`src/rtl/display_digit_sequencer_if.sv`:
```
// Display-port bundle: CPU write strobe and data in, multiplexed digit stream and busy out.
// The master side drives the write; the slave side is the sequencer.
interface display_digit_sequencer_if;
    logic       wr_en;
    logic [7:0] wr_data;
    logic       signed_mode;
    logic       busy;
    logic [3:0] digit;
    logic [1:0] digit_idx;
    logic       blank;
    logic       minus;

    modport master (
        output wr_en, wr_data, signed_mode,
        input  busy, digit, digit_idx, blank, minus
    );

    modport slave (
        input  wr_en, wr_data, signed_mode,
        output busy, digit, digit_idx, blank, minus
    );
endinterface

```
`src/rtl/display_digit_sequencer.sv`:
```
// Binary-to-BCD (shift-add-3) converter plus scanned sign/hundreds/tens/ones digit mux; 11 clocks write-to-display.
// No backpressure: one-deep pending register, a newer write overwrites an unconverted one.
module display_digit_sequencer #(
    parameter logic [23:0] MAX_COUNT = 24'd10_000_000,
    parameter bit          LZ_BLANK  = 1'b1
) (
    input  logic                            clk,
    input  logic                            rst_n,
    display_digit_sequencer_if.slave        bus
);

    typedef enum logic [1:0] {
        ST_IDLE   = 2'd0,
        ST_LOAD   = 2'd1,
        ST_SHIFT  = 2'd2,
        ST_COMMIT = 2'd3
    } state_t;

    state_t      state_q, state_d;

    logic [7:0]  pend_dat_q;
    logic        pend_sgn_q;
    logic        pend_vld_q;

    logic [7:0]  mag_q, mag_d;
    logic [9:0]  bcd_q, bcd_d;
    logic        neg_q, neg_d;
    logic [2:0]  iter_q, iter_d;
    logic [8:0]  bcd_adj;
    logic        pend_neg;

    logic [1:0]  disp_h_q;
    logic [3:0]  disp_t_q;
    logic [3:0]  disp_o_q;
    logic        disp_neg_q;

    logic [23:0] cnt_q, cnt_d;
    logic [1:0]  idx_q, idx_d;
    logic        cnt_wrap;

    logic        busy;
    logic        load_en;
    logic        shift_en;
    logic        commit_en;

    logic [3:0]  digit;
    logic        blank;
    logic        minus;

    function automatic logic [3:0] add3(input logic [3:0] n);
        return (n >= 4'd5) ? n + 4'd3 : n;
    endfunction

    always_ff @(posedge clk or negedge rst_n) begin
        if (!rst_n) begin
            state_q <= ST_IDLE;
        end else begin
            state_q <= state_d;
        end
    end

    always_comb begin
        state_d = state_q;
        case (state_q)
            ST_IDLE:   if (pend_vld_q) state_d = ST_LOAD;
            ST_LOAD:   state_d = ST_SHIFT;
            ST_SHIFT:  if (iter_q == 3'd7) state_d = ST_COMMIT;
            // A write landing on the commit edge chains straight into the next load.
            ST_COMMIT: state_d = (pend_vld_q || bus.wr_en) ? ST_LOAD : ST_IDLE;
            default:   state_d = ST_IDLE;
        endcase
    end

    always_comb begin
        busy      = (state_q != ST_IDLE);
        load_en   = (state_q == ST_LOAD);
        shift_en  = (state_q == ST_SHIFT);
        commit_en = (state_q == ST_COMMIT);
    end

    always_ff @(posedge clk or negedge rst_n) begin
        if (!rst_n) begin
            pend_dat_q <= 8'd0;
            pend_sgn_q <= 1'b0;
            pend_vld_q <= 1'b0;
        end else if (bus.wr_en) begin
            pend_dat_q <= bus.wr_data;
            pend_sgn_q <= bus.signed_mode;
            pend_vld_q <= 1'b1;
        end else if (load_en) begin
            pend_vld_q <= 1'b0;
        end
    end

    // Hundreds never exceeds 2, so only tens and ones need the add-3 correction.
    always_comb begin
        pend_neg = pend_sgn_q & pend_dat_q[7];
        bcd_adj  = {bcd_q[8], add3(bcd_q[7:4]), add3(bcd_q[3:0])};
        mag_d    = mag_q;
        bcd_d    = bcd_q;
        neg_d    = neg_q;
        iter_d   = iter_q;
        if (load_en) begin
            neg_d  = pend_neg;
            mag_d  = pend_neg ? (~pend_dat_q + 8'd1) : pend_dat_q;
            bcd_d  = 10'd0;
            iter_d = 3'd0;
        end else if (shift_en) begin
            {bcd_d, mag_d} = {bcd_adj, mag_q, 1'b0};
            iter_d         = iter_q + 3'd1;
        end
    end

    always_ff @(posedge clk or negedge rst_n) begin
        if (!rst_n) begin
            mag_q  <= 8'd0;
            bcd_q  <= 10'd0;
            neg_q  <= 1'b0;
            iter_q <= 3'd0;
        end else begin
            mag_q  <= mag_d;
            bcd_q  <= bcd_d;
            neg_q  <= neg_d;
            iter_q <= iter_d;
        end
    end

    always_ff @(posedge clk or negedge rst_n) begin
        if (!rst_n) begin
            disp_h_q   <= 2'd0;
            disp_t_q   <= 4'd0;
            disp_o_q   <= 4'd0;
            disp_neg_q <= 1'b0;
        end else if (commit_en) begin
            disp_h_q   <= bcd_q[9:8];
            disp_t_q   <= bcd_q[7:4];
            disp_o_q   <= bcd_q[3:0];
            disp_neg_q <= neg_q;
        end
    end

    always_comb begin
        cnt_wrap = (cnt_q == MAX_COUNT - 24'd1);
        cnt_d    = cnt_wrap ? 24'd0 : cnt_q + 24'd1;
        idx_d    = cnt_wrap ? idx_q + 2'd1 : idx_q;
    end

    always_ff @(posedge clk or negedge rst_n) begin
        if (!rst_n) begin
            cnt_q <= 24'd0;
            idx_q <= 2'd0;
        end else begin
            cnt_q <= cnt_d;
            idx_q <= idx_d;
        end
    end

    always_comb begin
        digit = 4'd0;
        blank = 1'b0;
        minus = 1'b0;
        case (idx_q)
            2'd0: digit = disp_o_q;
            2'd1: begin
                digit = disp_t_q;
                blank = LZ_BLANK && (disp_h_q == 2'd0) && (disp_t_q == 4'd0);
            end
            2'd2: begin
                digit = {2'b00, disp_h_q};
                blank = LZ_BLANK && (disp_h_q == 2'd0);
            end
            default: begin
                minus = disp_neg_q;
                blank = !disp_neg_q;
            end
        endcase
    end

    assign bus.busy      = busy;
    assign bus.digit     = digit;
    assign bus.digit_idx = idx_q;
    assign bus.blank     = blank;
    assign bus.minus     = minus;

endmodule

```
`src/flat_wrapper.sv`:
```
// flat-port wrapper written by rule: the top's interface ports become plain ports
module display_digit_sequencer_flat 
#(
    parameter logic [23:0] MAX_COUNT = 24'd10_000_000,
    parameter bit          LZ_BLANK  = 1'b1
)
  (clk, rst_n, bus_wr_en, bus_wr_data, bus_signed_mode, bus_busy, bus_digit, bus_digit_idx, bus_blank, bus_minus);
  display_digit_sequencer_if bus_i ();
  input  logic clk;
  input  logic rst_n;
  input wire logic [$bits(bus_i.wr_en)-1:0] bus_wr_en;
  input wire logic [$bits(bus_i.wr_data)-1:0] bus_wr_data;
  input wire logic [$bits(bus_i.signed_mode)-1:0] bus_signed_mode;
  output wire logic [$bits(bus_i.busy)-1:0] bus_busy;
  output wire logic [$bits(bus_i.digit)-1:0] bus_digit;
  output wire logic [$bits(bus_i.digit_idx)-1:0] bus_digit_idx;
  output wire logic [$bits(bus_i.blank)-1:0] bus_blank;
  output wire logic [$bits(bus_i.minus)-1:0] bus_minus;
  assign bus_i.wr_en = bus_wr_en;
  assign bus_i.wr_data = bus_wr_data;
  assign bus_i.signed_mode = bus_signed_mode;
  assign bus_busy = bus_i.busy;
  assign bus_digit = bus_i.digit;
  assign bus_digit_idx = bus_i.digit_idx;
  assign bus_blank = bus_i.blank;
  assign bus_minus = bus_i.minus;
  display_digit_sequencer #(.MAX_COUNT(MAX_COUNT), .LZ_BLANK(LZ_BLANK)) u_core (.clk(clk), .rst_n(rst_n), .bus(bus_i));
endmodule
```
`config.mk`:
```
export PLATFORM = sky130hd
export DESIGN_NAME = display_digit_sequencer_flat
export DESIGN_NICKNAME = d
export VERILOG_FILES = /design/src/rtl/display_digit_sequencer_if.sv /design/src/rtl/display_digit_sequencer.sv /design/src/flat_wrapper.sv
export SDC_FILE = /design/constraint.sdc
export NUM_CORES = 1
export LEC_CHECK = 0
export BUFFER_PORTS_ARGS = -buffer_cell sky130_fd_sc_hd__buf_2
export CAP_MARGIN = 30
export CORE_ASPECT_RATIO = 1.2
export CORE_MARGIN = 8
export CORE_UTILIZATION = 60
export DETAILED_ROUTE_END_ITERATION = 10
export MAX_ROUTING_LAYER = met4
export PLACE_DENSITY = 0.82
export SYNTH_ARGS = -nofsm -noshare
export SYNTH_HDL_FRONTEND = slang
export SYNTH_SLANG_ARGS = --single-unit
```
`constraint.sdc`:
```
create_clock -name clk -period 2.1 [get_ports clk]
set_clock_uncertainty 0.05 [all_clocks]
set_input_delay 0.21 -clock clk [delete_from_list [all_inputs] [get_ports clk]]
set_output_delay 0.21 -clock clk [all_outputs]
set_load 0.01 [all_outputs]
```
Yosys cells after proc, flatten, opt, wreduce, memory -nomap -nowiden
Index checks and enable logic that the tools add are counted.
{ "classes": {"n_addsub": 6, "n_lt_le_gt_ge": 2, "eq_ne": 9, "muxes": 19, "n_bitwise": 2, "n_reduce_logical": 12} }
{ "op_table": {"columns": ["op", "n"], "rows": [
  ["$add 24x1->24 const B", 1],
  ["$eq 24x24->1 const B", 1],
  ["$mux 24", 1],
  ["$mux 8", 3],
  ["$mux 10", 2],
  ["$pmux 4 s3", 1],
  ["$add 4x2->4 const B", 2],
  ["$add 8x1->8 const B", 1],
  ["$ge 4x3->1 const B", 2],
  ["$mux 4", 2],
  ["$not 8->8", 1],
  ["$pmux 2 s4", 1],
  ["$eq 2x2->1 const B", 3],
  ["$logic_not 2->1", 3],
  ["$mux 3", 2],
  ["$reduce_bool 2->1", 3],
  ["$eq 2x1->1 const B", 2],
  ["$logic_not 4->1", 1],
  ["$mux 1", 4],
  ["$mux 2", 2],
  ["$add 3x1->3 const B", 1],
  ["$eq 3x3->1 const B", 1],
  ["$pmux 1 s3", 1],
  ["$reduce_or 3->1", 1],
  ["other kinds (8)", 8]
]} }
{ "word_totals": {"reg_bits": 71, "in_bits": 12, "out_inout_bits": 9, "elab_cells": 64} }

Depth between registers and ports, before layout
Gate-level depths: netlist (run 1).
{ "logic_depth": {"depth_word": 4, "ltp_mapped": 6, "depth_no_buf": 6} }

Worst setup path before layout (run 1)
No wires, ideal clock.
{ "synth_timing": {"path_type": "reg2reg", "start": "register u_core.state_q[0]", "end": "register u_core.bcd_q[8]", "setup_time_ns": 0.142, "t_arrival_ns": 1.539, "required_time_ns": 1.908, "setup_slack_ns": 0.369, "path_stages_with_launch": 6, "n_path_buf": 2, "synth_period_minus_slack_ns": 1.731, "cell_sequence": "dfrtp_1 inv_1 ha_1 clkbuf_1 clkbuf_1 o32ai_1"} }
{ "synth_between": {"elab_chain_cells": 2, "word_cells_on_any_way": 4, "classes_between": "2 x eq/ne; 1 x mux; 1 x reduce/logical"} }
{ "synth_rtl": {"columns": ["element", "line", "text"], "rows": [
  ["start: declaration", "display_digit_sequencer.sv:19", "state_t state_q, state_d;"],
  ["start signal: assignment", "display_digit_sequencer.sv:58", "state_q <= state_d;"],
  ["$eq 2x1->1 / $eq 2x2->1 (equally long branches)", "display_digit_sequencer.sv:76, display_digit_sequencer.sv:77", null],
  ["$mux 10 / $reduce_bool 2->1 (equally long branches)", null, null],
  ["end signal: assignment", "display_digit_sequencer.sv:117", "bcd_q <= 10'd0;"],
  ["end signal: assignment", "display_digit_sequencer.sv:122", "bcd_q <= bcd_d;"],
  ["end: declaration", "display_digit_sequencer.sv:26", "logic [9:0] bcd_q, bcd_d;"]
]} }
Several ways; a longest one is shown, not always the timed one.
A chain may end at the register's enable or synchronous reset.

Worst setup path after layout (run 1)
{ "layout_timing": {"start": "register u_core.idx_q[1], in the netlist u_core.bus.digit_idx[1]", "end": "output port bus_blank"} }
{ "layout_between": {"elab_chain_cells": 2, "word_cells_on_any_way": 4, "classes_between": "2 x eq/ne; 1 x mux; 1 x reduce/logical"} }
{ "layout_rtl": {"columns": ["element", "line", "text"], "rows": [
  ["start: declaration", "display_digit_sequencer.sv:38", "logic [1:0] idx_q, idx_d;"],
  ["start signal: assignment", "display_digit_sequencer.sv:154", "idx_q <= idx_d;"],
  ["$eq 2x2->1, or another cell as far along", "display_digit_sequencer.sv:162", "case (idx_q)"],
  ["$pmux 1 s3 *", "display_digit_sequencer.sv:162", null],
  ["end: declaration", "flat_wrapper.sv:17", "output wire logic [$bits(bus_i.blank)-1:0] bus_blank;"]
]} }
Mark *: on every way between the ends. The rest lies on a longest branch, timed or not.

==> impl_metrics.csv, run 1 <==
group,metric,value,unit
status,status,"finished clean",
synthesis,ys_seq_area_frac,0.497,
hold_path,hp-start,"bus_wr_data[1]",
timing,slew_violations,0,
route,wl,6.33,mm
cts,clk_path_buf_depth,2,
critical_path,cp_data_arrival_time,1.73,ns
critical_path,critPathLaunchType,"flop",
global_route,grt_max_degree,72,
global_route,grt_pass1_wl,11.3,mm
cts,htree_levels,3,
die,die_y,101,um
timing,rsz0062_at_grt,"no",
finish,post-route-util,0.678,
die,rows,31,
place,place.port_buffers,20,
synthesis,ys_ff_latch,71,
route,final_antenna_net_count,0,
route,num_vias,2526,
synthesis,synthFlopType,"dfrtp_1",
finish,diodes,0,
critical_path,end_kind,"primary output",
cts,cts_sinks,71,
synthesis,avgSynthCellArea,10.9,um^2
critical_path,timing.rr.end,"u_core.cnt_q[23]",
cts,path_clk_slew,0.07,ns
place,gp_congestion,0.833,
synthesis,syn_inst,328,
global_route,antenna_found_initial,0,
synthesis,synth_edf_count,0,
timing,min_period_over_period,0.949,
critical_path,worstSetupPathType,"flop to primary output",
critical_path,worst_path_most_repeated_cell,"a21oi_1",
route,drc,0,
pwr,cellLeakagePower,1.81,nW
finish,area_growth,11.8,%
route,drtIter0Drc,146,
global_route,grt_overflow,0,
timing,tightestPinTransition,0.551,ns
job,drv_cap,0,
cts,numCtsBuffers,9,
pwr,ir_drop,0.619,mV
critical_path,slowest_stage,"dfrtp_1",
die,start_util,0.607,
finish,multi_input_area,0.00168,mm^2
finish,nets,390,
hold_path,whs_path_depth,3,
critical_path,cp.required,1.84,ns
route,viasPerCell,5.64,
cts,cts_tree,"built",
critical_path,timing.rr.start,"u_core.cnt_q[2]",
critical_path,cp_max_fo,5,
finish,drive_gt1_frac,0.216,
die,core_region_area,0.00590,mm^2
synthesis,syn-num-nets,357,
timing,fmax,502,MHz
cts,root_buffer,"clkbuf_8",
cts,insertion_delay,0.33,ns
die,ios,21,
global_route,grt_use_total,0.166,
timing,fin_crit,1.99,ns
route,firstDrtPassIters,4,
hold_path,hold_end,"u_core.pend_dat_q[1]",
critical_path,crit_path_start,"u_core.bus.digit_idx[1]",
synthesis,netlist_area,0.00358,mm^2
finish,num-fill-cells,472,
critical_path,reg2reg_depth,4,
timing,finalSetupViolCount,0,
critical_path,regToRegSetupSlack,0.30,ns
global_route,grt_pass1_vias,2540,
critical_path,path_cells,"inv_1, ha_2, a21oi_1, or3_1, a21oi_1, buf_2",
synthesis,async_flop_share,1.00,
critical_path,cpPeakStageDelay,0.42,ns
synthesis,ys_types,48,
finish,ff_latch_area,0.00178,mm^2
die,die_w,86.5,um
timing,tns,0,ns
die,dieArea,0.00870,mm^2
synthesis,ys_warn_count,0,
timing,finalHoldViolations,0,
pwr,cellPowerDensity,1080,mW/mm^2
place,dp_hpwl,4.47,mm
timing,slew_headroom,0.633,
route,wl_per_cell,14.1,um
hold_path,hold_class,"primary input to flop",
layout by cell type, fill, tap and decap left out, drive strengths merged, types with 3 or more instances in the layout:
master	instances
o31ai	4
inv	23
xor2	12
xnor2	14
mux2	27
o22ai	7
buf	31
nand4	6
a21oi	13
nor4	5
nor2b	5
ha	17
and4	3
nand2	17
o21ai	12
nor3	6
nor2	23
a31o	3
a31oi	3
dfrtp	71
or4	5
nand3	14
clkbuf	15
worst max-delay path: cells and delay by family (launching register included):
kind	cells	cell delay (ns)
buffers and inverters	2	0.24
and+or+nand+nor	1	0.31
DFF	1	0.42
AOI/OAI and AO/OA	2	0.21
adders and majority gates	1	0.22
metrics by stage:
stage | hold WS, ns | worst slack (ns) | power, mW | cell area, um^2 | std cells
floorplan | -0.136 | 0.369 | 3.03 | 3580 | 328
finish | 0.0378 | 0.107 | 4.33 | 4000 | 448
detailed placement | 0.216 | 0.136 | 3.47 | 3800 | 427
CTS | 0.0334 | 0.0782 | 4.37 | 3960 | 444
global placement | 0.210 | 0.233 | 3.37 | 3800 | 427
global route | 0.0333 | 0.00206 | 4.65 | 4000 | 448
state kept, by name, indices dropped and copies added (netlist names), 2 cells and up:
register / count
u_core.cnt_q: 24
u_core.bcd_q: 10
u_core.mag_q: 8
u_core.pend_dat_q: 8
u_core.disp_o_q: 4
u_core.disp_t_q: 4
u_core.iter_q: 3
u_core.bus.digit_idx: 2
u_core.disp_h_q: 2
u_core.state_q: 2
synthesized netlist by cell type, types with 2 or more instances:
master	n	area (um^2)
nor2_1	23	86.3
o21ai_0	12	60.1
a31oi_1	3	18.8
xnor2_1	14	123
a222oi_1	2	20.0
nand4_1	5	31.3
inv_1	23	86.3
nor2b_1	5	31.3
nand3_1	13	65.1
nor4_1	4	25.0
nand3b_1	2	15.0
buf_2	2	10.0
o22ai_1	7	43.8
a22oi_1	2	15.0
o31a_1	2	17.5
nor3b_1	2	15.0
nand2_1	17	63.8
ha_1	17	213
or4_1	5	37.5
or3_1	2	12.5
nand2b_1	2	12.5
and4_1	3	26.3
o31ai_1	4	30.0
and3_1	2	12.5
dfrtp_1	71	1780
xor2_1	12	105
a21o_1	2	15.0
a31o_2	3	26.3
mux2_2	27	304
clkbuf_1	6	22.5
nor3_1	5	25.0
a21oi_1	13	65.1
power by group:
group	internal [mW]	switching, mW	total [mW]
sequential	1.66	0.205	1.86
combinational	0.757	0.836	1.59
clock	0.430	0.450	0.880
cell families (layout without fill, tap and decap cells):
logic type                 Yosys count  after routing  synth area share
xor gates and xnor gates            26             26            0.0637
adders and majority gates           17             17            0.0595
buffers and inverters               33             71            0.0374
DFF                                 71             71             0.497
muxes                               28             28            0.0878
and+or+nand+nor                     98             98             0.155
AOI/OAI and AO/OA                   55             55            0.0994
how the worst max path moves through the flow:
stage                  endpoint  slack [ns]  depth (start not counted)
6_report              bus_blank        0.11                          6
5_1_grt               bus_blank       0.002                          6
4_1_cts               bus_blank        0.08                          6
3_5_place_dp   u_core.cnt_q[23]        0.14                          4
3_3_place_gp   u_core.cnt_q[19]        0.23                          4
2_1_floorplan   u_core.bcd_q[8]        0.37                          5
cell type report:
cell class	count	share of cell area
timing repair buffer	32	0.0513
tap	82	0.0257
multi-input combinational	224	0.419
sequential	71	0.444
clock buffer	15	0.0366
inverter	23	0.0216
clock inverter	1	0.00125
timing repair:
| item | in CTS | in global routing |
|---|---|---|
| endpoints found under the hold margin | 71 | 0 |
| hold buffers | 1 | 0 |
| resized for setup | 0 | 3 |
| endpoints found under the setup margin | 0 | 4 |
| setup buffers | 0 | 4 |
routing by layer:
metal | global-route usage | vias up | share of wire
met1 | 0.193 | 1238 | 0.45
met2 | 0.268 | 45 | 0.49
met3 | 0.0432 | 11 | 0.034
li1 | - | 1232 | -
met4 | 0.0704 | 0 | 0.018
met5 | - | - | 0
Note: power is estimated with default switching activity, not from simulation.
==> run 2: changes to the inputs <==
- CORE_UTILIZATION: 60 -> 55
- PLACE_DENSITY: 0.82 -> 0.79
- clock period: 2.1 -> 1.8 ns (I/O delays scaled with it)
==> run 2 against run 1 <==
  * The run now ends with negative setup slack left
  * Die area grew 7.5%
  * Non-clock buffer count rose by 14
  * Clock-buffer cell count down 5
  * First-iteration DRC count shrank 13%
  * Register-to-register slack worse by 0.20 ns
  * Combinational power grew 25%
  * Critical endpoint unchanged
==> impl_metrics.csv, run 2 (synthesized netlist as in run 1, its figures left out) <==
group,metric,value,unit
hold_path,hold_class,"primary input to flop",
finish,layout.cells.most_common,"dfrtp_1",
route,viasPerCell,5.49,
critical_path,cp_data_arrival_time,1.67,ns
route,wl_per_cell,14.0,um
timing,fmax,525,MHz
route,drtIter0Drc,127,
timing,holdWs,0.0197,ns
cts,path_clk_slew,0.07,ns
place,dp_hpwl,4.54,mm
finish,largest_register_ff_count,24,
cts,cts_tree,"built",
timing,tns,-0.111,ns
timing,setup_slack,-0.104,ns
die,die_w,89.6,um
die,ios,21,
finish,diodes,0,
job,drv_cap,0,
pwr,ir_drop,0.676,mV
critical_path,cp_max_fo,2,
die,core_region_area,0.00637,mm^2
timing,tightestPinTransition,0.373,ns
global_route,grt_pass1_wl,11.9,mm
timing,slew_violations,0,
critical_path,regToRegSetupSlack,0.10,ns
die,dieArea,0.00935,mm^2
timing,rsz0062_at_grt,"yes",
global_route,grt_overflow,0,
global_route,grtUsageMet1,0.193,
cts,htree_levels,3,
critical_path,critPathLaunchType,"flop",
finish,final_cell_area,0.00420,mm^2
status,status,"complete, but fails checks",
die,die_y,104,um
global_route,grt_max_degree,72,
timing,min_period_over_period,1.06,
status,violations,"negative setup slack",
cts,root_buffer,"clkbuf_8",
finish,drive_gt1_frac,0.271,
die,start_util,0.562,
route,num_vias,2553,
pwr,power,5.40,mW
place,place_inst,439,
critical_path,cp.required,1.57,ns
finish,area_growth,17.6,%
route,final_antenna_net_count,0,
timing,slew_headroom,0.748,
critical_path,end_kind,"primary output",
cts,insertion_delay,0.34,ns
place,place.port_buffers,20,
pwr,cellLeakagePower,1.91,nW
route,drc,0,
place,gp_congestion,0.855,
timing,finalSetupViolCount,2,
place,place_area,0.00388,mm^2
route,wl,6.51,mm
finish,regMostFlops,"u_core.cnt_q",
pwr,cellPowerDensity,1280,mW/mm^2
cts,cts_sinks,71,
cts,numCtsBuffers,9,
critical_path,worstSetupPathType,"flop to primary output",
route,firstDrtPassIters,4,
finish,nets,404,
timing,fin_crit,1.90,ns
global_route,globalRouteMet2Util,0.262,
die,rows,32,
global_route,grt_use_total,0.165,
place,post-place-ws,0.0626,ns
cts,clk_path_buf_depth,2,
global_route,antenna_found_initial,0,
finish,fin_cells,465,
finish,layout_common_cells,"dfrtp_1, mux2_2, nor2_1",
finish,post-route-util,0.660,
timing,finalHoldViolations,0,
global_route,grt_busiest_layer,"met2",
global_route,grt_pass1_vias,2723,
finish,reg.largest.list,"u_core.cnt_q x24, u_core.bcd_q x10",
global_route,met3_usage,0.0261,
[run 2: cell types whose count changed in the layout (fill, tap and decap cells not counted), moves of 2 or more]
cell,previous run,this run
clkinv_2,1,3
dfrtp_1,71,69
clkinvlp_4,0,2
inv_1,23,21
dfrtp_2,0,2
inv_2,0,2
clkbuf_1,6,0
ha_4,0,2
dlygate4sd3_1,1,3
buf_4,10,20
[run 2: final timing paths]
path / startpoint / cells past startpoint / end
max: u_core.disp_t_q[0] / 5 / bus_blank
min: bus_signed_mode / 2 / u_core.pend_sgn_q
max reg2reg: u_core.cnt_q[13] / 4 / u_core.bus.digit_idx[0]
min reg2reg: u_core.neg_q / 2 / u_core.neg_q
max in group asynchronous: rst_n / 3 / u_core.cnt_q[2]
min in group asynchronous: rst_n / 3 / u_core.state_q[1]
[run 2: cell type report]
cell class / instances / area, um^2
Multi-Input combinational cell: 224 / 1700
Tap cell: 85 / 106
Clock buffer: 10 / 138
Clock inverter: 6 / 60.1
Fill cell: 496 / 2160
Inverter: 23 / 86.3
Sequential cell: 71 / 1780
Timing Repair Buffer: 46 / 332
[run 2: layer usage]
metal,up-vias,part of all wire
met5,-,0
met4,0,0.020
met3,11,0.031
met2,47,0.50
met1,1234,0.45
li1,1261,-
[run 2: critical path: stages (launching register included)]
cell,delay (ns)
dfrtp_1,0.40
nor4_2,0.27
a21oi_1,0.08
or3_1,0.31
a21oi_1,0.12
buf_2,0.14
[run 2: timing repair]
action,CTS,global route
setup buffers,5,2
setup endpoints to repair,3,11
resized for setup,6,6
pin swaps,6,2
endpoints found under the hold margin,73,0
hold buffers,3,0
[run 2: power by group]
part | internal, mW | total, mW | switching [mW]
clock network | 0.669 | 1.24 | 0.574
logic | 1.00 | 1.99 | 0.992
registers | 1.93 | 2.17 | 0.235
